$ cat src/rtl/uart_bus_master_pkg.sv
// rtl/uart_bus_master_pkg.sv - shared types and constants for the UART bus master
// Purpose: FSM state encoding, command bytes and response status codes used by
// uart_bus_master and its testbench.
package uart_bus_master_pkg;

  typedef enum logic [2:0] {
    ST_IDLE,
    ST_ADDR,
    ST_DATA,
    ST_BUS_REQ,
    ST_BUS_WAIT,
    ST_RESP_STATUS,
    ST_RESP_DATA
  } state_e;

  localparam logic [7:0] CMD_WRITE   = 8'h57;
  localparam logic [7:0] CMD_READ    = 8'h52;

  localparam logic [7:0] STS_OK      = 8'h4B;
  localparam logic [7:0] STS_ERR     = 8'h45;
  localparam logic [7:0] STS_BADCMD  = 8'h3F;

endpackage

$ cat src/rtl/frame_timeout.sv
// rtl/frame_timeout.sv - inter-byte idle counter for frame abort
// Purpose: counts idle cycles while enabled; expired is high for the cycle in
// which the count sits at TIMEOUT_CYCLES-1 (the FSM leaves the counting states
// on that cycle, so it is a single-cycle pulse in practice).
// Ports:
//   clk     in  clock
//   rst     in  synchronous active-high reset
//   clear   in  restart count from zero (accepted byte or not in a frame)
//   enable  in  count this cycle
//   expired out limit reached; not masked by clear so it beats a same-cycle byte
module frame_timeout #(
  parameter int unsigned TIMEOUT_CYCLES = 100000
) (
  input  logic clk,
  input  logic rst,
  input  logic clear,
  input  logic enable,
  output logic expired
);

  localparam int unsigned CW = $clog2(TIMEOUT_CYCLES);
  localparam logic [CW-1:0] LAST = CW'(TIMEOUT_CYCLES - 1);

  logic [CW-1:0] count_q, count_d;

  always_comb begin
    count_d = count_q;
    if (clear) begin
      count_d = '0;
    end else if (enable && (count_q != LAST)) begin
      count_d = count_q + 1'b1;
    end
  end

  always_ff @(posedge clk) begin
    if (rst) begin
      count_q <= '0;
    end else begin
      count_q <= count_d;
    end
  end

  assign expired = enable && (count_q == LAST);

endmodule

$ cat src/rtl/uart_bus_master.sv
// rtl/uart_bus_master.sv - UART byte-stream to register-bus initiator
// Purpose: parses 'W'/'R' frames from the RX byte stream, issues one bus
// transaction per frame and answers with a status byte (plus 4 data bytes for
// reads) on the TX byte handshake.
// Ports:
//   i_Clk, i_Rst            clock, synchronous active-high reset
//   i_RxByte, i_RxValid     received byte stream (no backpressure)
//   o_TxByte, o_TxValid,
//   i_TxReady               response byte stream
//   o_WEnable/o_WAddr/o_WData  bus write strobe and payload
//   o_REnable/o_RAddr       bus read strobe and address
//   i_RData, i_Err          registered slave response
//   o_Busy                  not idle
//   o_Overrun               pulse when a byte arrives while we cannot take it
module uart_bus_master
  import uart_bus_master_pkg::*;
#(
  parameter int unsigned TIMEOUT_CYCLES = 100000
) (
  input  logic        i_Clk,
  input  logic        i_Rst,
  input  logic [7:0]  i_RxByte,
  input  logic        i_RxValid,
  output logic [7:0]  o_TxByte,
  output logic        o_TxValid,
  input  logic        i_TxReady,
  output logic        o_WEnable,
  output logic [31:0] o_WAddr,
  output logic [31:0] o_WData,
  output logic        o_REnable,
  output logic [31:0] o_RAddr,
  input  logic [31:0] i_RData,
  input  logic        i_Err,
  output logic        o_Busy,
  output logic        o_Overrun
);

  state_e      state_q, state_d;
  logic        cmd_rd_q, cmd_rd_d;
  logic [31:0] addr_q, addr_d;
  logic [31:0] data_q, data_d;
  logic [31:0] rdata_q, rdata_d;
  logic [7:0]  status_q, status_d;
  logic [1:0]  cnt_q, cnt_d;
  logic        tx_valid_q, tx_valid_d;
  logic        busy_q, busy_d;
  logic        overrun_q, overrun_d;

  logic in_frame;
  logic tmo_expired;
  logic tx_fire;
  logic [7:0] tx_byte;

  assign in_frame = (state_q == ST_ADDR) || (state_q == ST_DATA);
  assign tx_fire  = tx_valid_q && i_TxReady;

  frame_timeout #(
    .TIMEOUT_CYCLES(TIMEOUT_CYCLES)
  ) u_timeout (
    .clk    (i_Clk),
    .rst    (i_Rst),
    .clear  (i_RxValid || !in_frame),
    .enable (in_frame),
    .expired(tmo_expired)
  );

  always_comb begin
    state_d    = state_q;
    cmd_rd_d   = cmd_rd_q;
    addr_d     = addr_q;
    data_d     = data_q;
    rdata_d    = rdata_q;
    status_d   = status_q;
    cnt_d      = cnt_q;
    tx_valid_d = tx_valid_q;

    case (state_q)
      ST_IDLE: begin
        if (i_RxValid) begin
          cnt_d = 2'd0;
          if ((i_RxByte == CMD_WRITE) || (i_RxByte == CMD_READ)) begin
            cmd_rd_d = (i_RxByte == CMD_READ);
            state_d  = ST_ADDR;
          end else begin
            status_d   = STS_BADCMD;
            tx_valid_d = 1'b1;
            state_d    = ST_RESP_STATUS;
          end
        end
      end
      ST_ADDR: begin
        // Timeout takes priority: a byte landing on the expiry cycle is discarded.
        if (tmo_expired) begin
          state_d = ST_IDLE;
        end else if (i_RxValid) begin
          addr_d = {addr_q[23:0], i_RxByte};
          cnt_d  = cnt_q + 2'd1;
          if (cnt_q == 2'd3) begin
            state_d = cmd_rd_q ? ST_BUS_REQ : ST_DATA;
          end
        end
      end
      ST_DATA: begin
        if (tmo_expired) begin
          state_d = ST_IDLE;
        end else if (i_RxValid) begin
          data_d = {data_q[23:0], i_RxByte};
          cnt_d  = cnt_q + 2'd1;
          if (cnt_q == 2'd3) begin
            state_d = ST_BUS_REQ;
          end
        end
      end
      ST_BUS_REQ: begin
        state_d = ST_BUS_WAIT;
      end
      ST_BUS_WAIT: begin
        if (cmd_rd_q) begin
          rdata_d = i_RData;
        end
        status_d   = i_Err ? STS_ERR : STS_OK;
        tx_valid_d = 1'b1;
        cnt_d      = 2'd0;
        state_d    = ST_RESP_STATUS;
      end
      ST_RESP_STATUS: begin
        // Valid drops for one cycle after every handshake before the next byte.
        if (tx_fire) begin
          tx_valid_d = 1'b0;
          state_d    = (cmd_rd_q && (status_q != STS_BADCMD)) ? ST_RESP_DATA : ST_IDLE;
        end else begin
          tx_valid_d = 1'b1;
        end
      end
      ST_RESP_DATA: begin
        if (tx_fire) begin
          tx_valid_d = 1'b0;
          cnt_d      = cnt_q + 2'd1;
          if (cnt_q == 2'd3) begin
            state_d = ST_IDLE;
          end
        end else begin
          tx_valid_d = 1'b1;
        end
      end
      default: begin
        state_d = ST_IDLE;
      end
    endcase

    busy_d    = (state_d != ST_IDLE);
    overrun_d = i_RxValid && (state_q inside {ST_BUS_REQ, ST_BUS_WAIT, ST_RESP_STATUS, ST_RESP_DATA});
  end

  always_ff @(posedge i_Clk) begin
    if (i_Rst) begin
      state_q    <= ST_IDLE;
      cmd_rd_q   <= 1'b0;
      addr_q     <= '0;
      data_q     <= '0;
      rdata_q    <= '0;
      status_q   <= '0;
      cnt_q      <= '0;
      tx_valid_q <= 1'b0;
      busy_q     <= 1'b0;
      overrun_q  <= 1'b0;
    end else begin
      state_q    <= state_d;
      cmd_rd_q   <= cmd_rd_d;
      addr_q     <= addr_d;
      data_q     <= data_d;
      rdata_q    <= rdata_d;
      status_q   <= status_d;
      cnt_q      <= cnt_d;
      tx_valid_q <= tx_valid_d;
      busy_q     <= busy_d;
      overrun_q  <= overrun_d;
    end
  end

  always_comb begin
    tx_byte = status_q;
    if (state_q == ST_RESP_DATA) begin
      case (cnt_q)
        2'd0:    tx_byte = rdata_q[31:24];
        2'd1:    tx_byte = rdata_q[23:16];
        2'd2:    tx_byte = rdata_q[15:8];
        default: tx_byte = rdata_q[7:0];
      endcase
    end
  end

  assign o_TxByte  = tx_byte;
  assign o_TxValid = tx_valid_q;
  assign o_WEnable = (state_q == ST_BUS_REQ) && !cmd_rd_q;
  assign o_REnable = (state_q == ST_BUS_REQ) && cmd_rd_q;
  assign o_WAddr   = addr_q;
  assign o_RAddr   = addr_q;
  assign o_WData   = data_q;
  assign o_Busy    = busy_q;
  assign o_Overrun = overrun_q;

endmodule

$ cat config.mk
export PLATFORM = sky130hd
export DESIGN_NAME = uart_bus_master
export DESIGN_NICKNAME = d
export VERILOG_FILES = /design/src/rtl/uart_bus_master_pkg.sv /design/src/rtl/frame_timeout.sv /design/src/rtl/uart_bus_master.sv
export SDC_FILE = /design/constraint.sdc
export NUM_CORES = 1
export LEC_CHECK = 0
export CAP_MARGIN = 10
export CORE_MARGIN = 4
export CORE_UTILIZATION = 45
export DETAILED_ROUTE_END_ITERATION = 12
export DONT_BUFFER_PORTS = 1
export SETUP_SLACK_MARGIN = 0.5
export SLEW_MARGIN = 10
export SYNTH_ARGS = -nofsm -noshare
export SYNTH_HDL_FRONTEND = slang
export SYNTH_HIERARCHICAL = 1
export SYNTH_SLANG_ARGS = --single-unit
$ cat constraint.sdc
create_clock -name i_Clk -period 2.6 [get_ports i_Clk]
set_input_delay 0.39 -clock i_Clk [delete_from_list [all_inputs] [get_ports i_Clk]]
set_output_delay 0.39 -clock i_Clk [all_outputs]
set_load 0.005 [all_outputs]
==> run metrics, run 1 <==
core area=0.0121 mm2; Pins Over Slew Limit=0; Syn Nets=762; footprint of the multi-input gates=0.00270 mm2; flops & latches, synth=127; Detailed Place HPWL=8930 um; vias in the first global route=4382; Crit Path Category=flop to primary output; period utilisation layout=84.3%; DIE AREA=0.0142 mm2; synth warn=6; CTS Sinks=127; slew margin rel.=59.8%; flip-flop and latch area=0.00256 mm2; Worst setup SP type=flop; crit path time final=2190 ps; Initial Util=46.0%; RD Place Congestion=0.854; top_reg_cell synth=dfxtp_1; cells after synthesis=712; Total GRT Usage=19.0%; nets@finish=726; Root Driver=clkbuf_16; sequential share of the synthesized area=45.8%; Worst Hold Class=input pin to flop; clk_lat worst skew=420 ps; Setup TNS=0 ps; average cell area after synthesis=7.80 um2; DRC errors left=0; Slew @ Worst Pin=598 ps; RSZ-0062 raised after global routing=yes; maximum clock frequency=456 MHz; VDD IR-drop max=0.433 mV; sw frac=22.1%; sequential share of power=45.4%; number of I/O port buffers=0; Routed WL per cell=16.0 um; fraction of final layout cells with drive strength greater than 1=16.3%; Ports=154; clock share of power=49.6%; first-pass GRT wire length=21900 um; Switching Power=0.979 mW; clock buffer depth=2; drt via density=5.52; Setup Viol. Count Final=0; H-tree levels=4; Critical Path RT=2210 ps; internal power=3.45 mW; Num CTS Buffers=17; Overflow after GRT=0; crit-path max FO=8; Post-synth EDFFs=0; Pleak=2.02 nW; fillcell total=1144; Antenna diodes=0; remaining antenna violation count=0; largest net degree at the start of global routing=114; WL final=13700 um; max cap viols=0; Yosys cell types=54; initial antenna violation count=0; Util after Layout=51.9%; area grow syn2layout=12.7%; die width=119 um; Die Span Y=119 um; status=complete, no violations; row count=40; Async SR Flop Fraction=0%; Total Power=4.43 mW; combinational power share=5.1%; CP arrival=1800 ps; initial drt markers=435; DR vias=4728; critical path endpoint category=primary output; drt first pass iters=7; clk slew on worst S/H paths=50 ps; PwrDens=708 mW/mm2; Clock Skews=7.43 ps; TritonCTS clock tree=done; synthesized cell area=0.00555 mm2; Final Non-Filler Cells=857; Hold Vio Cnt, Final=0; CTS Hold Bufs=0; Placed Cells=813
## sequential cells by signal, summed over array words and instances (netlist names)
signal             cells
o_Busy                 1
o_WData               32
cmd_rd_q               1
o_RAddr               32
o_Overrun              1
rdata_q               32
o_TxValid              1
status_q               5
state_q                3
cnt_q                  2
u_timeout/count_q     17
## per-layer routing
metal  share of wire [%]  track usage [%]
met5                   0                0
met4                 1.8             7.17
met3                  11             8.97
met2                  45             29.2
met1                  42             23.0
## power groups by stage
stage          sequential (mW)  clock [mW]  combinational [mW]
2_1_floorplan             2.04           0               0.182
4_1_cts                   2.01        2.25               0.205
5_1_grt                   2.02        2.35               0.249
3_3_place_gp              2.06           0               0.178
6_report                  2.01        2.19               0.224
3_5_place_dp              2.06           0               0.181
## logic make-up (layout without fill, tap and decap cells)
group / after synthesis / count (layout) / synth area share, %
AND/OR/NAND/NOR: 315 / 315 / 25.8
AO/OA/AOI/OAI: 171 / 171 / 17.7
flip-flops: 127 / 127 / 45.8
buffers and inverters: 87 / 64 / 8.56
XOR/XNOR: 7 / 7 / 1.10
adder cells (fa/ha/maj): 5 / 5 / 1.13
## layout by cell type (no fill, tap or decap), types with 5 or more instances in the layout
| cell | netlist | layout |
|---|---|---|
| inv_1 | 9 | 6 |
| o21ai_2 | 0 | 5 |
| a21oi_1 | 118 | 112 |
| a21oi_2 | 7 | 12 |
| nand2_1 | 218 | 216 |
| nand4_1 | 10 | 10 |
| xnor2_1 | 5 | 5 |
| a222oi_1 | 8 | 8 |
| clkbuf_16 | 0 | 17 |
| buf_4 | 32 | 17 |
| o21ai_1 | 5 | 8 |
| dfxtp_1 | 127 | 118 |
| nand3_1 | 8 | 8 |
| nor2_1 | 28 | 25 |
| dfxtp_2 | 0 | 5 |
| clkbuf_1 | 27 | 6 |
## timing repair
item                       4_1_cts  5_1_grt
setup buffers                    2       10
setup endpoints to repair       78       77
pin swaps                        9        8
resized for setup               34       17
## path summary, 6_finish.rpt
check | from | to | slack [ps] | cells past startpoint
worst max-delay path | cnt_q[0] | o_TxByte[5] | 410 | 6
worst max register to register | u_timeout/count_q[1] | o_Busy | 560 | 8
worst min-delay path | i_Rst | o_RAddr[22] | 60 | 1
worst min register to register | rdata_q[14] | rdata_q[14] | 450 | 2
## stage by stage
stage          hold WS (ps)  cell area (um2)  setup WS, ps
5_1_grt                34.2             6260           338
4_1_cts                34.4             6120           420
3_3_place_gp            439             5470           359
3_5_place_dp            443             5470           281
6_report               59.1             6260           408
2_1_floorplan           436             5610           509
## Yosys cell counts, types with 3 or more instances
| library cell | n | share of area, % |
|---|---|---|
| a211oi_1 | 3 | 0.41 |
| a21oi_1 | 118 | 11 |
| a21oi_2 | 7 | 1.1 |
| a222oi_1 | 8 | 1.4 |
| a31oi_1 | 4 | 0.45 |
| and3_1 | 4 | 0.45 |
| buf_2 | 17 | 1.5 |
| buf_4 | 32 | 4.3 |
| clkbuf_1 | 27 | 1.8 |
| dfxtp_1 | 127 | 46 |
| ha_1 | 5 | 1.1 |
| inv_1 | 9 | 0.61 |
| nand2_1 | 218 | 15 |
| nand2b_1 | 4 | 0.45 |
| nand3_1 | 8 | 0.72 |
| nand3b_1 | 3 | 0.41 |
| nand4_1 | 10 | 1.1 |
| nor2_1 | 28 | 1.9 |
| nor2b_1 | 3 | 0.34 |
| nor4_1 | 4 | 0.45 |
| o21ai_0 | 12 | 1.1 |
| o21ai_1 | 5 | 0.45 |
| o31ai_1 | 4 | 0.54 |
| or3_1 | 4 | 0.45 |
| or3_2 | 3 | 0.41 |
| or4_1 | 5 | 0.68 |
| xnor2_1 | 5 | 0.79 |
## area by class of cell
cell class / instances / area share, %
Clock buffer: 26 / 7.82
Sequential cell: 127 / 41.0
Timing Repair Buffer: 23 / 3.16
Tap cell: 168 / 3.36
Inverter: 9 / 0.580
Multi-Input combinational cell: 498 / 43.2
Clock inverter: 6 / 0.920
## worst max-delay path, stage by stage (launching register included)
cell,delay [ps]
dfxtp_4,380
inv_4,50
ha_4,190
a222oi_1,420
nor2_1,110
a21oi_2,140
o21ai_2,90
No activity file was read; power rests on OpenSTA's default activity.
==> run 2, diff against run 1 <==
clock period = 2.2 ns   (was 2.6 ns; I/O delays follow)
==> run metrics, run 2 (synthesis gave the netlist of run 1 again) <==
clk slew on worst S/H paths=60 ps (about the same); DRC errors left=0 (unchanged); VDD IR-drop max=0.475 mV (+9.5%); initial antenna violation count=0 (unchanged); clk_lat worst skew=420 ps (about the same); PwrDens=723 mW/mm2 (+2.1%); Total GRT Usage=21.8% (+2.8 points); area grow syn2layout=41.8%; Die Span Y=119 um (unchanged); vias in the first global route=4847 (+11%); Pleak=3.27 nW (+62%); Worst setup SP type=flop; CTS Sinks=127 (unchanged); final worst setup slack=45.1 ps (-362 ps); CP arrival=2450 ps (+650 ps); Num CTS Buffers=17 (unchanged); Post-Place Setup Slack=55.3 ps (-225 ps); Overflow after GRT=0 (unchanged); period utilisation layout=97.9%; nets@finish=778 (+7.2%); Clock Skews=7.41 ps (-0.0157 ps); DR vias=5190 (+9.8%); fraction of final layout cells with drive strength greater than 1=45.2% (+29 points); first-pass GRT wire length=24800 um (+14%); Setup Viol. Count Final=0 (unchanged); Antenna diodes=0 (unchanged); drt via density=5.71 (+3.5%); commonest non-fill, non-tap cell in the layout=nand2_1; crit-path max FO=3 (-5); Setup TNS=0 ps (unchanged); Critical Path RT=2500 ps (+290 ps); slew margin rel.=69.3% (+9.6 points); H-tree levels=4 (unchanged); Crit Path Category=flop to flop; maximum clock frequency=464 MHz; TritonCTS clock tree=done; Final Non-Filler Cells=909 (+6.1%); drt first pass iters=5 (-2); Routed WL per cell=18.9 um (+18%); Pins Over Slew Limit=0 (unchanged); Initial Util=46.0% (unchanged); RSZ-0062 raised after global routing=yes; core area=0.0121 mm2 (unchanged); initial drt markers=333 (-23%); row count=40 (unchanged); Placed Cells=824 (+1.4%); number of I/O port buffers=0 (unchanged); Worst Hold Class=input pin to flop; crit path time final=2150 ps; RD Place Congestion=0.940 (+10%); largest net degree at the start of global routing=114 (unchanged); Slew @ Worst Pin=456 ps (-142 ps); remaining antenna violation count=0 (unchanged); max cap viols=0 (unchanged); status=complete, no violations; die width=119 um (unchanged); most frequent cells in the layout=nand2_1, dfxtp_1, a21oi_2, nand2_4, a21oi_1; Root Driver=clkbuf_16; DIE AREA=0.0142 mm2 (unchanged); Ports=154 (unchanged); critical path endpoint category=flop; WL final=17200 um (+25%); Hold Vio Cnt, Final=0 (unchanged); Detailed Place HPWL=9190 um (+3.0%); clock buffer depth=2 (unchanged)
[run 2: worst paths after layout]
| check | startpoint | endpoint | slack [ps] | depth (start not counted) |
|---|---|---|---|---|
| worst min register to register | rdata_q[12] | rdata_q[12] | 460 | 2 |
| worst max-delay path | u_timeout/count_q[14] | o_Busy | 50 | 8 |
| worst min-delay path | i_Rst | status_q[0] | 20 | 1 |
| worst max register to register | u_timeout/count_q[14] | o_Busy | 50 | 8 |
[run 2: timing repair]
item	CTS	global route
buffers inserted	23	17
setup endpoints to repair	89	132
gates cloned	9	2
gates resized for setup	161	154
pin swaps	78	89
hold endpoints to repair	96	33
[run 2: metal layers]
| layer | GRT usage (%) | vias up | part of all wire [%] |
|---|---|---|---|
| met4 | 7.39 | 0 | 1.9 |
| met1 | 25.0 | 2533 | 40 |
| met3 | 9.45 | 34 | 7.7 |
| met5 | 0 | - | 0 |
| li1 | - | 2440 | - |
| met2 | 36.2 | 183 | 50 |
[run 2: power breakdown]
| group | internal, mW | switching [mW] | total, mW |
|---|---|---|---|
| Clock | 1.80 | 1.05 | 2.86 |
| Combinational | 0.207 | 0.249 | 0.456 |
| Sequential | 2.33 | 0.0486 | 2.38 |
| Total | 4.34 | 1.35 | 5.69 |
[run 2: worst max-delay path, stage by stage (launching register included)]
cell	delay, ps
dfxtp_2	330
or4_4	540
nor4_4	290
buf_4	170
nor2_2	40
o21ai_1	80
nand3_1	80
and3_4	160
or3b_4	350
[run 2: final cells by class]
type                    instances  area (um2)
multi-input cells             501        3610
clock inverters                14         168
repair buffers                 72         840
fillers                       955        4180
flip-flops and latches        127        2570
well taps                     168         210
inverters                       9        38.8
clock buffers                  18         439
[run 2: metrics by stage]
step,utilization [%],area (um2),power [mW],hold WS (ps)
final,65.3,7880,5.69,16.0
after global routing,65.3,7880,5.89,-11.2
after CTS,58.8,7090,5.63,-30.1
after detailed placement,46.5,5610,2.65,413
after global placement,46.5,5610,2.65,412
after floorplan,-,5710,2.64,436
